==> config.mk <==
export PLATFORM = sky130hd
export DESIGN_NAME = multicycle_control_unit
export DESIGN_NICKNAME = d
export VERILOG_FILES = /design/src/rtl/multicycle_control_unit.sv
export SDC_FILE = /design/constraint.sdc
export NUM_CORES = 1
export LEC_CHECK = 0
export BUFFER_PORTS_ARGS = -buffer_cell sky130_fd_sc_hd__buf_2
export CORE_ASPECT_RATIO = 0.7
export CORE_MARGIN = 2
export CORE_UTILIZATION = 50
export CTS_BUF_LIST = sky130_fd_sc_hd__clkbuf_4 sky130_fd_sc_hd__clkbuf_8
export DETAILED_ROUTE_END_ITERATION = 10
export GPL_TIMING_DRIVEN = 0
export PLACE_DENSITY = 0.81
export SLEW_MARGIN = 0
export SYNTH_ARGS = -nofsm -noshare
export SYNTH_HDL_FRONTEND = slang
export SYNTH_SLANG_ARGS = --single-unit
==> constraint.sdc <==
create_clock -name clk -period 7.88 [get_ports clk]
set_input_delay 2.364 -clock clk [delete_from_list [all_inputs] [get_ports clk]]
set_output_delay 2.364 -clock clk [all_outputs]
set_load 0.02 [all_outputs]
==> src/rtl/multicycle_control_unit.sv <==
// Multi-cycle RV32I control unit: sequences fetch/decode/execute/memory/writeback
// with imem, dmem and optional MDU handshakes, retire counting and illegal-instruction trap.
module multicycle_control_unit #(
  parameter int M_EXT     = 0,
  parameter int CNT_WIDTH = 32
) (
  input  logic                 clk,
  input  logic                 rst_n,
  input  logic [6:0]           opcode,
  input  logic [2:0]           funct3,
  input  logic [6:0]           funct7,
  input  logic                 imem_ready,
  input  logic                 dm_ready,
  input  logic                 mdu_done,
  output logic                 imem_req,
  output logic                 ir_write,
  output logic                 ru_write,
  output logic [3:0]           alu_op,
  output logic [2:0]           imm_src,
  output logic [1:0]           alu_a_src,
  output logic                 alu_b_src,
  output logic                 dm_req,
  output logic                 dm_write,
  output logic [2:0]           dm_ctrl,
  output logic [4:0]           br_op,
  output logic [1:0]           ru_data_src,
  output logic                 pc_write,
  output logic                 mdu_start,
  output logic                 retire,
  output logic [CNT_WIDTH-1:0] instret,
  output logic                 illegal_instr
);

  localparam logic [6:0] OP_LUI    = 7'b0110111;
  localparam logic [6:0] OP_AUIPC  = 7'b0010111;
  localparam logic [6:0] OP_JAL    = 7'b1101111;
  localparam logic [6:0] OP_JALR   = 7'b1100111;
  localparam logic [6:0] OP_BRANCH = 7'b1100011;
  localparam logic [6:0] OP_LOAD   = 7'b0000011;
  localparam logic [6:0] OP_STORE  = 7'b0100011;
  localparam logic [6:0] OP_IMM    = 7'b0010011;
  localparam logic [6:0] OP_REG    = 7'b0110011;

  typedef enum logic [2:0] {
    S_IDLE, S_FETCH, S_DECODE, S_EXECUTE, S_MEM, S_MDU_WAIT, S_WRITEBACK, S_TRAP
  } state_t;

  typedef enum logic [3:0] {
    C_ALU_R, C_ALU_I, C_LOAD, C_STORE, C_BRANCH, C_JAL, C_JALR,
    C_LUI, C_AUIPC, C_MDU, C_ILLEGAL
  } class_t;

  state_t               state_reg;
  logic [CNT_WIDTH-1:0] instret_reg;
  class_t               cls;
  logic [2:0]           dec_imm_src;
  logic [1:0]           dec_alu_a_src;
  logic                 dec_alu_b_src;
  logic [3:0]           dec_alu_op;
  logic                 retire_now;
  logic                 mdu_done_gated;
  logic                 datapath_active;

  assign mdu_done_gated = (M_EXT != 0) && mdu_done;
  assign instret        = instret_reg;

  // Instruction class straight from the IR fields; anything unrecognised is illegal.
  always_comb begin
    cls = C_ILLEGAL;
    case (opcode)
      OP_REG: begin
        if (funct7 == 7'b0000000) begin
          cls = C_ALU_R;
        end else if (funct7 == 7'b0100000) begin
          if (funct3 == 3'b000 || funct3 == 3'b101) cls = C_ALU_R;
        end else if (funct7 == 7'b0000001 && M_EXT != 0) begin
          cls = C_MDU;
        end
      end
      OP_IMM: begin
        cls = C_ALU_I;
        if (funct3 == 3'b001 && funct7 != 7'b0000000) cls = C_ILLEGAL;
        if (funct3 == 3'b101 && funct7 != 7'b0000000 && funct7 != 7'b0100000) cls = C_ILLEGAL;
      end
      OP_LOAD:   cls = C_LOAD;
      OP_STORE:  cls = C_STORE;
      OP_BRANCH: cls = (funct3 == 3'b010 || funct3 == 3'b011) ? C_ILLEGAL : C_BRANCH;
      OP_JAL:    cls = C_JAL;
      OP_JALR:   cls = C_JALR;
      OP_LUI:    cls = C_LUI;
      OP_AUIPC:  cls = C_AUIPC;
      default:   cls = C_ILLEGAL;
    endcase
  end

  always_comb begin
    dec_imm_src   = 3'b000;
    dec_alu_a_src = 2'b00;
    dec_alu_b_src = 1'b0;
    dec_alu_op    = 4'b0000;
    case (cls)
      C_ALU_R, C_MDU: dec_alu_op = {funct7[5], funct3};
      C_ALU_I: begin
        dec_alu_b_src = 1'b1;
        dec_alu_op    = (funct3 == 3'b101) ? {funct7[5], funct3} : {1'b0, funct3};
      end
      C_LOAD, C_JALR: dec_alu_b_src = 1'b1;
      C_STORE: begin
        dec_imm_src   = 3'b001;
        dec_alu_b_src = 1'b1;
      end
      C_BRANCH: dec_imm_src = 3'b010;
      C_JAL: begin
        dec_imm_src   = 3'b100;
        dec_alu_a_src = 2'b01;
        dec_alu_b_src = 1'b1;
      end
      C_LUI: begin
        dec_imm_src   = 3'b011;
        dec_alu_a_src = 2'b10;
        dec_alu_b_src = 1'b1;
      end
      C_AUIPC: begin
        dec_imm_src   = 3'b011;
        dec_alu_a_src = 2'b01;
        dec_alu_b_src = 1'b1;
      end
      default: begin
        dec_imm_src   = 3'b000;
        dec_alu_a_src = 2'b00;
        dec_alu_b_src = 1'b0;
        dec_alu_op    = 4'b0000;
      end
    endcase
  end

  assign retire_now = (state_reg == S_EXECUTE && cls == C_BRANCH) ||
                      (state_reg == S_MEM && dm_ready && cls == C_STORE) ||
                      (state_reg == S_WRITEBACK);

  always_ff @(posedge clk or negedge rst_n) begin
    if (!rst_n) begin
      state_reg   <= S_IDLE;
      instret_reg <= '0;
    end else begin
      if (retire_now) instret_reg <= instret_reg + CNT_WIDTH'(1);
      case (state_reg)
        S_IDLE:   state_reg <= S_FETCH;
        S_FETCH:  if (imem_ready) state_reg <= S_DECODE;
        S_DECODE: state_reg <= (cls == C_ILLEGAL) ? S_TRAP : S_EXECUTE;
        S_EXECUTE: begin
          case (cls)
            C_LOAD, C_STORE: state_reg <= S_MEM;
            C_BRANCH:        state_reg <= S_FETCH;
            C_MDU:           state_reg <= S_MDU_WAIT;
            default:         state_reg <= S_WRITEBACK;
          endcase
        end
        S_MEM: begin
          if (dm_ready) state_reg <= (cls == C_STORE) ? S_FETCH : S_WRITEBACK;
        end
        S_MDU_WAIT:  if (mdu_done_gated) state_reg <= S_WRITEBACK;
        S_WRITEBACK: state_reg <= S_FETCH;
        S_TRAP:      state_reg <= S_TRAP;
        default:     state_reg <= S_IDLE;
      endcase
    end
  end

  // Outputs are decoded from the registered state so handshakes are answered in the same cycle.
  assign datapath_active = (state_reg == S_EXECUTE) || (state_reg == S_MEM) ||
                           (state_reg == S_MDU_WAIT) || (state_reg == S_WRITEBACK);

  always_comb begin
    imem_req      = 1'b0;
    ir_write      = 1'b0;
    ru_write      = 1'b0;
    alu_op        = 4'b0000;
    imm_src       = 3'b000;
    alu_a_src     = 2'b00;
    alu_b_src     = 1'b0;
    dm_req        = 1'b0;
    dm_write      = 1'b0;
    dm_ctrl       = 3'b000;
    br_op         = 5'b00000;
    ru_data_src   = 2'b00;
    pc_write      = 1'b0;
    mdu_start     = 1'b0;
    retire        = 1'b0;
    illegal_instr = 1'b0;

    if (state_reg == S_DECODE || datapath_active) begin
      imm_src   = dec_imm_src;
      alu_a_src = dec_alu_a_src;
      alu_b_src = dec_alu_b_src;
    end
    if (datapath_active) alu_op = dec_alu_op;

    case (state_reg)
      S_FETCH: begin
        imem_req = 1'b1;
        ir_write = imem_ready;
      end
      S_EXECUTE: mdu_start = (cls == C_MDU);
      S_MEM: begin
        dm_req   = 1'b1;
        dm_write = (cls == C_STORE);
        dm_ctrl  = funct3;
      end
      S_WRITEBACK: begin
        ru_write = 1'b1;
        case (cls)
          C_LOAD:         ru_data_src = 2'b01;
          C_JAL, C_JALR:  ru_data_src = 2'b10;
          C_MDU:          ru_data_src = 2'b11;
          default:        ru_data_src = 2'b00;
        endcase
      end
      S_TRAP: illegal_instr = 1'b1;
      default: begin
        imem_req = 1'b0;
      end
    endcase

    if (retire_now) begin
      retire   = 1'b1;
      pc_write = 1'b1;
      if (cls == C_JAL || cls == C_JALR) br_op = 5'b10000;
      else if (cls == C_BRANCH)          br_op = {2'b01, funct3};
    end
  end

endmodule
==> flow_summary.toml, run 1 <==
[outcome]
status = "finished, final reports clean"

[power]
p_per_area_nw_per_um2 = 206
peakVddDrop_uv = 166
leakagePower_uw = 0.00140

[clocking]
cts_buffer_depth = 2
clk_pin_slew_ns = 0.07
cts_buffers = 5
ctsHtreeMaxLevel = 2
root_buffer = "clkbuf_8"
post_cts_buffers = 0
cts_tree = "built"
cts_hold_buf = 0
cts.sink_count = 35
clock_latency_ns = 0.29
cts-resized-gates = 0

[global_routing]
grt_busiest_layer = "met1"
grt_max_degree = 36
grt_antenna_before_repair = 0
use_met1_pct = 36.2
grt_pass1_vias = 1877
grt_pass1_wl_um = 9500
grt_util_met3_pct = 7.21
grt-ovfl-total = 0
track_usage_pct = 23.8
grtUsageMet2_pct = 34.0

[synth]
synth_seq_cells = 35
synth.distinct_cells = 54
async_reset_ff_share_pct = 100
synth_ff_type = "dfrtp_1"
yosysSeqAreaShare_pct = 38.4
syn_inst = 249
synth-edff-count = 0
synth_area_um2 = 2280
ys.warnings.count = 0
syn_avg_cell_area_um2 = 9.16
syn_nets = 272

[setup_path]
path_common_cell = "buf_2"
r2r_cells = 7
path_cells = "buf_2 > clkbuf_1 > nor2b_1 > o211ai_1 > a31oi_1 > or4_4 > nor3b_1 > buf_2"
slowest_stage = "or4_4"
reg2reg_setup_slack_ns = 5.61
r2r-start = "state_reg[2]"
r2r_end = "instret[29]"
critPathMaxFanout = 10
crit_buf_inv = 3
worstSetupStartpointType = "primary input"
max_stage_delay_ns = 0.58
startpoint = "opcode[6]"
cpLargestDelayFamily = "simple AND/OR/NAND/NOR gates"
critPathCaptureType = "output pin"
critical_path_required_ns = 5.52
crit_arrival_ns = 4.23
path_class = "primary input to output pin"
cp.depth = 8
endpoint = "alu_op[1]"

[sta]
setup_tns_ns = 0
finalHoldViolations = 0
setup_slack_ns = 1.28
finalCriticalPeriod_ns = 6.60
maxSlewViolCount = 0
relSlewSlack_pct = 51.1
max_freq_ghz = 0.152
rsz0062_at_grt = "no"
tightest_slew_ns = 0.734
finalCritPeriodShare_pct = 83.7
setup_viol = 0
finClkSkew_ns = 0.00629

[place]
placed_cell_area_um2 = 2740
pre_cts_ws_ns = 1.34
dp.final_hpwl_um = 4410
place_congestion = 0.908
io_buffer_count = 79

[cells_and_area]
mostFrequentLayoutCells = "buf_2 (84), dfrtp_1 (35), xnor2_1 (29)"
stdcell_area_um2 = 2860
area_delta_synth_final_pct = 25.5
fin_nets = 358
n_fill_cell = 372
num_antenna_cells = 0
layout_commonest_cell = "buf_2"
drive_above_1_share_pct = 31.8
largest_register_ffs = 32
multi_input_area_um2 = 1290
final-seq-area_um2 = 876

[floorplanning]
die-height_um = 60.5
start_util_pct = 52.4
die_area_um2 = 5120
fp-row-count = 20
ios = 83
die-width_um = 84.7
core_area_um2 = 4350

[route]
drc = 0
drt_iter0_drc = 200
num_vias = 2201
wl_per_cell_um = 15.1
drt-pass1-iter-count = 5
postRouteAntennaNets = 0
avgViaCountPerCell = 5.63
finalWirelength_um = 5900

[worst_hold_path]
hold_path.class = "flop to flop"

[run]
cap_violations = 0
## through the flow
step                      hold slack (ns)  total power [uW]  instances  util [%]
final                               0.471               590        391      65.7
after detailed placement            0.466               420        383      63.0
after global routing                0.514               626        391      65.7
after global placement              0.467               417        383      63.0
after CTS                           0.475               591        391      65.7
after floorplan                     0.582               358        249         -
## power breakdown
part	internal [uW]	switching [uW]
combinational	71.5	135
clock	102	65.7
sequential	196	19.2
total	370	220
## layer usage
layer | share of wire (%) | routed length (um) | vias up
li1 | - | - | 1055
met1 | 47 | 2800 | 1022
met2 | 43 | 2530 | 117
met3 | 9.0 | 532 | 7
met4 | 0.59 | 35 | 0
met5 | 0 | 0 | -
## kinds of logic (layout without fill, tap and decap cells)
| family | after synthesis | count (layout) | share of synthesized area (%) |
|---|---|---|---|
| other | 1 | 1 | 0.164 |
| DFF | 35 | 35 | 38.4 |
| xor gates and xnor gates | 34 | 34 | 13.1 |
| adders and majority gates | 1 | 1 | 0.549 |
| buffers and inverters | 21 | 108 | 4.77 |
| and+or+nand+nor | 124 | 124 | 31.7 |
| AOI/OAI and AO/OA | 33 | 33 | 11.3 |
## cell usage after synthesis (2+ instances only)
cell type  count  share of area (%)
and3b_1        2               0.77
o21ai_0        9                2.0
inv_1          7                1.2
xnor2_1       29                 11
buf_4          2               0.66
nor3b_1        4                1.3
nand3_1       19                4.2
clkbuf_1       3               0.49
and2_1         8                2.2
a21oi_1        5                1.1
nand2_1       20                3.3
buf_6          2               0.99
or3_1          4                1.1
nand2b_1       8                2.2
dfrtp_1       35                 38
xor2_1         5                1.9
nor2b_1        5                1.4
nor3_1        12                2.6
nor2_1        12                2.0
and4_1         2               0.77
buf_2          5                1.1
and3_1        10                2.7
o21bai_1       2               0.66
nand4_1        9                2.5
## layout make-up
class	count	area share, %
plain buffers	14	2.89
flip-flops and latches	35	30.6
multi-input cells	193	45.3
clock buffers	6	2.89
clock inverters	2	1.22
repair buffers	79	13.8
well taps	55	2.40
inverters	7	0.918
## worst reg2reg max path: stages (launching register included)
cell,delay [ns]
dfrtp_1,0.37
clkbuf_1,0.22
and3b_1,0.35
nand4_4,0.14
a211oi_2,0.40
buf_2,0.31
nand4_1,0.19
xnor2_1,0.18
## worst min-delay path by stage
stage | slack, ns | start | to | cells past startpoint
2_1_floorplan | 0.58 | instret[31] | instret[31] | 1
3_3_place_gp | 0.47 | instret[31] | instret[31] | 1
3_5_place_dp | 0.47 | instret[31] | instret[31] | 1
4_1_cts | 0.48 | instret[31] | instret[31] | 1
5_1_grt | 0.51 | instret[27] | instret[27] | 1
6_report | 0.47 | instret[31] | instret[31] | 1
No activity file was read; power rests on OpenSTA's default activity.
==> run 2, diff against run 1 <==
ABC_AREA = 1   (was not set)
CORE_UTILIZATION = 47   (was 50)
PLACE_DENSITY = 0.78   (was 0.81)
clock period = 5.8 ns   (was 7.88 ns; I/O delays follow)
==> run 2 against run 1 <==
Sequential cell count did not move. Clock power increased by 17%. Total power increased by 43%. Largest power group is now combinational cells. Final cell count increased by 30%. Utilization shrank 6.3 points. Clock-buffer cell count up 2.
==> flow_summary.toml, run 2 <==
[cells_and_area]
area_delta_synth_final_pct = 24.1
drive_above_1_share_pct = 27.7
utilization_pct = 59.4
multi_input_area_um2 = 1360
final-seq-area_um2 = 876
n_fill_cell = 486
mostFrequentLayoutCells = "buf_2 (81), nand2_1 (78), nor2_1 (55)"
stdcell_area_um2 = 3060
largest_register_ffs = 32
fin_nets = 459
layout_commonest_cell = "buf_2"
num_antenna_cells = 0

[worst_hold_path]
hold_path.class = "flop to flop"
worstHoldEndpoint = "instret[30]"
hold_start = "instret[30]"
whs_path_depth = 1

[sta]
finalCritPeriodShare_pct = 87.4
setup_tns_ns = 0
hold_slack_ns = 0.514
tightest_slew_ns = 0.756
finalHoldViolations = 0
maxSlewViolCount = 0
setup_viol = 0
rsz0062_at_grt = "no"
max_freq_ghz = 0.197
relSlewSlack_pct = 49.6
finalCriticalPeriod_ns = 5.07
finClkSkew_ns = 0.00692

[synth]
synth-edff-count = 0
synthTopCellsByArea = "dfrtp_1 (36%), nand2_1 (12%), xnor2_1 (8.5%)"
yosysMostFrequentCell = "nand2_1"
synth.distinct_cells = 31
synth_seq_cells = 35
yosysSeqAreaShare_pct = 35.6
synth_area_um2 = 2460
yosysTopAreaCell = "dfrtp_1"
syn_avg_cell_area_um2 = 7.06
syn_inst = 349
async_reset_ff_share_pct = 100
syn_nets = 372
synth_ff_type = "dfrtp_1"
ys.warnings.count = 0
synth_top_area_share_pct = 35.6
synth_common_cells = "nand2_1 (78), nor2_1 (55), inv_1 (38)"

[setup_path]
crit_arrival_ns = 3.33
r2r_end = "instret[30]"
worstSetupStartpointType = "primary input"
reg2reg_setup_slack_ns = 3.81
r2r_cells = 11
r2r-start = "instret[0]"
path_class = "primary input to output pin"
startpoint = "opcode[4]"
critPathMaxFanout = 4
critPathCaptureType = "output pin"
critical_path_required_ns = 4.06

[global_routing]
grt-ovfl-total = 0
grt_pass1_vias = 2276
grt_antenna_before_repair = 0
track_usage_pct = 21.9
grt_max_degree = 36
grt_pass1_wl_um = 10300

[power]
peakVddDrop_uv = 200
p_per_area_nw_per_um2 = 276
total_power_uw = 843
leakagePower_uw = 0.00157

[floorplanning]
core_area_um2 = 5150
ios = 83
fp-row-count = 22
die_area_um2 = 5850
die-height_um = 64.6
start_util_pct = 47.9
die-width_um = 90.5

[clocking]
cts_buffers = 5
post_cts_buffers = 0
cts_buffer_depth = 2
cts.sink_count = 35
clk_pin_slew_ns = 0.07
cts-resized-gates = 0
cts_tree = "built"
clock_latency_ns = 0.29
cts_hold_buf = 0
root_buffer = "clkbuf_8"
ctsHtreeMaxLevel = 2

[route]
drc = 0
drt_iter0_drc = 172
finalWirelength_um = 6210
postRouteAntennaNets = 0
num_vias = 2547
avgViaCountPerCell = 5.00
wl_per_cell_um = 12.2
drt-pass1-iter-count = 5

[place]
placed_cell_area_um2 = 2950
dp.final_hpwl_um = 4950
io_buffer_count = 80
place_congestion = 0.856

[run]
cap_violations = 0

[outcome]
status = "finished, final reports clean"
run 2: cell types whose count changed in the layout (fill, tap and decap cells not counted), sizes merged, moves of 8 or more:
cell / change
and2: -8
and3: -9
inv: +40
nand2: +61
nand2b: -8
nand3: +9
nor2: +51
run 2: cell type report:
cell class	count	share of cell area [%]
buffer	7	1.76
clock buffer	8	3.40
inverter	47	5.77
multi-input combinational	260	44.4
sequential	35	28.6
tap	72	2.95
timing repair buffer	80	13.1
run 2: critical path, stage by stage:
cell     delay (ns)
buf_2          0.13
inv_2          0.08
nand3_1        0.14
nor2_1         0.26
nor2_1         0.11
nand2_1        0.09
nand3_2        0.11
nor2_1         0.20
nand2_1        0.13
nor3_1         0.16
buf_2          0.20
run 2: per-stage QoR:
stage	std cells	setup slack, ns
4_1_cts	509	0.777
5_1_grt	509	0.599
3_5_place_dp	501	0.790
2_1_floorplan	349	0.773
3_3_place_gp	501	0.838
6_report	509	0.729
run 2: where the power goes:
part | switching [uW] | leakage, uW | total (uW) | internal, uW
Clock | 83.9 | 0.0000549 | 197 | 113
Sequential | 30.5 | 0.000463 | 304 | 273
Combinational | 233 | 0.00105 | 343 | 109
Total | 348 | 0.00157 | 843 | 495
run 2: cell families after synthesis:
kind of cell | share of synthesized area (%)
adders and majority gates | 0.508
AOI/OAI and AO/OA | 3.25
buffers and inverters | 9.34
other | 0.152
and+or+nand+nor | 39.8
DFF | 35.6
xor gates and xnor gates | 11.4
run 2: how the worst max path moves through the flow:
stage                            to  depth (start not counted)
after detailed placement  alu_op[2]                         11
after CTS                 alu_op[2]                         11
after global placement    alu_op[0]                         11
final                     alu_op[2]                         11
after floorplan            br_op[0]                         11
after global routing       br_op[0]                         13
run 2: layer usage:
metal	track usage, %	up-vias	wire [um]
met4	5.96	0	85
met1	32.4	1171	3110
met3	4.30	9	408
met2	32.6	86	2610
met5	0	-	0
li1	-	1281	-
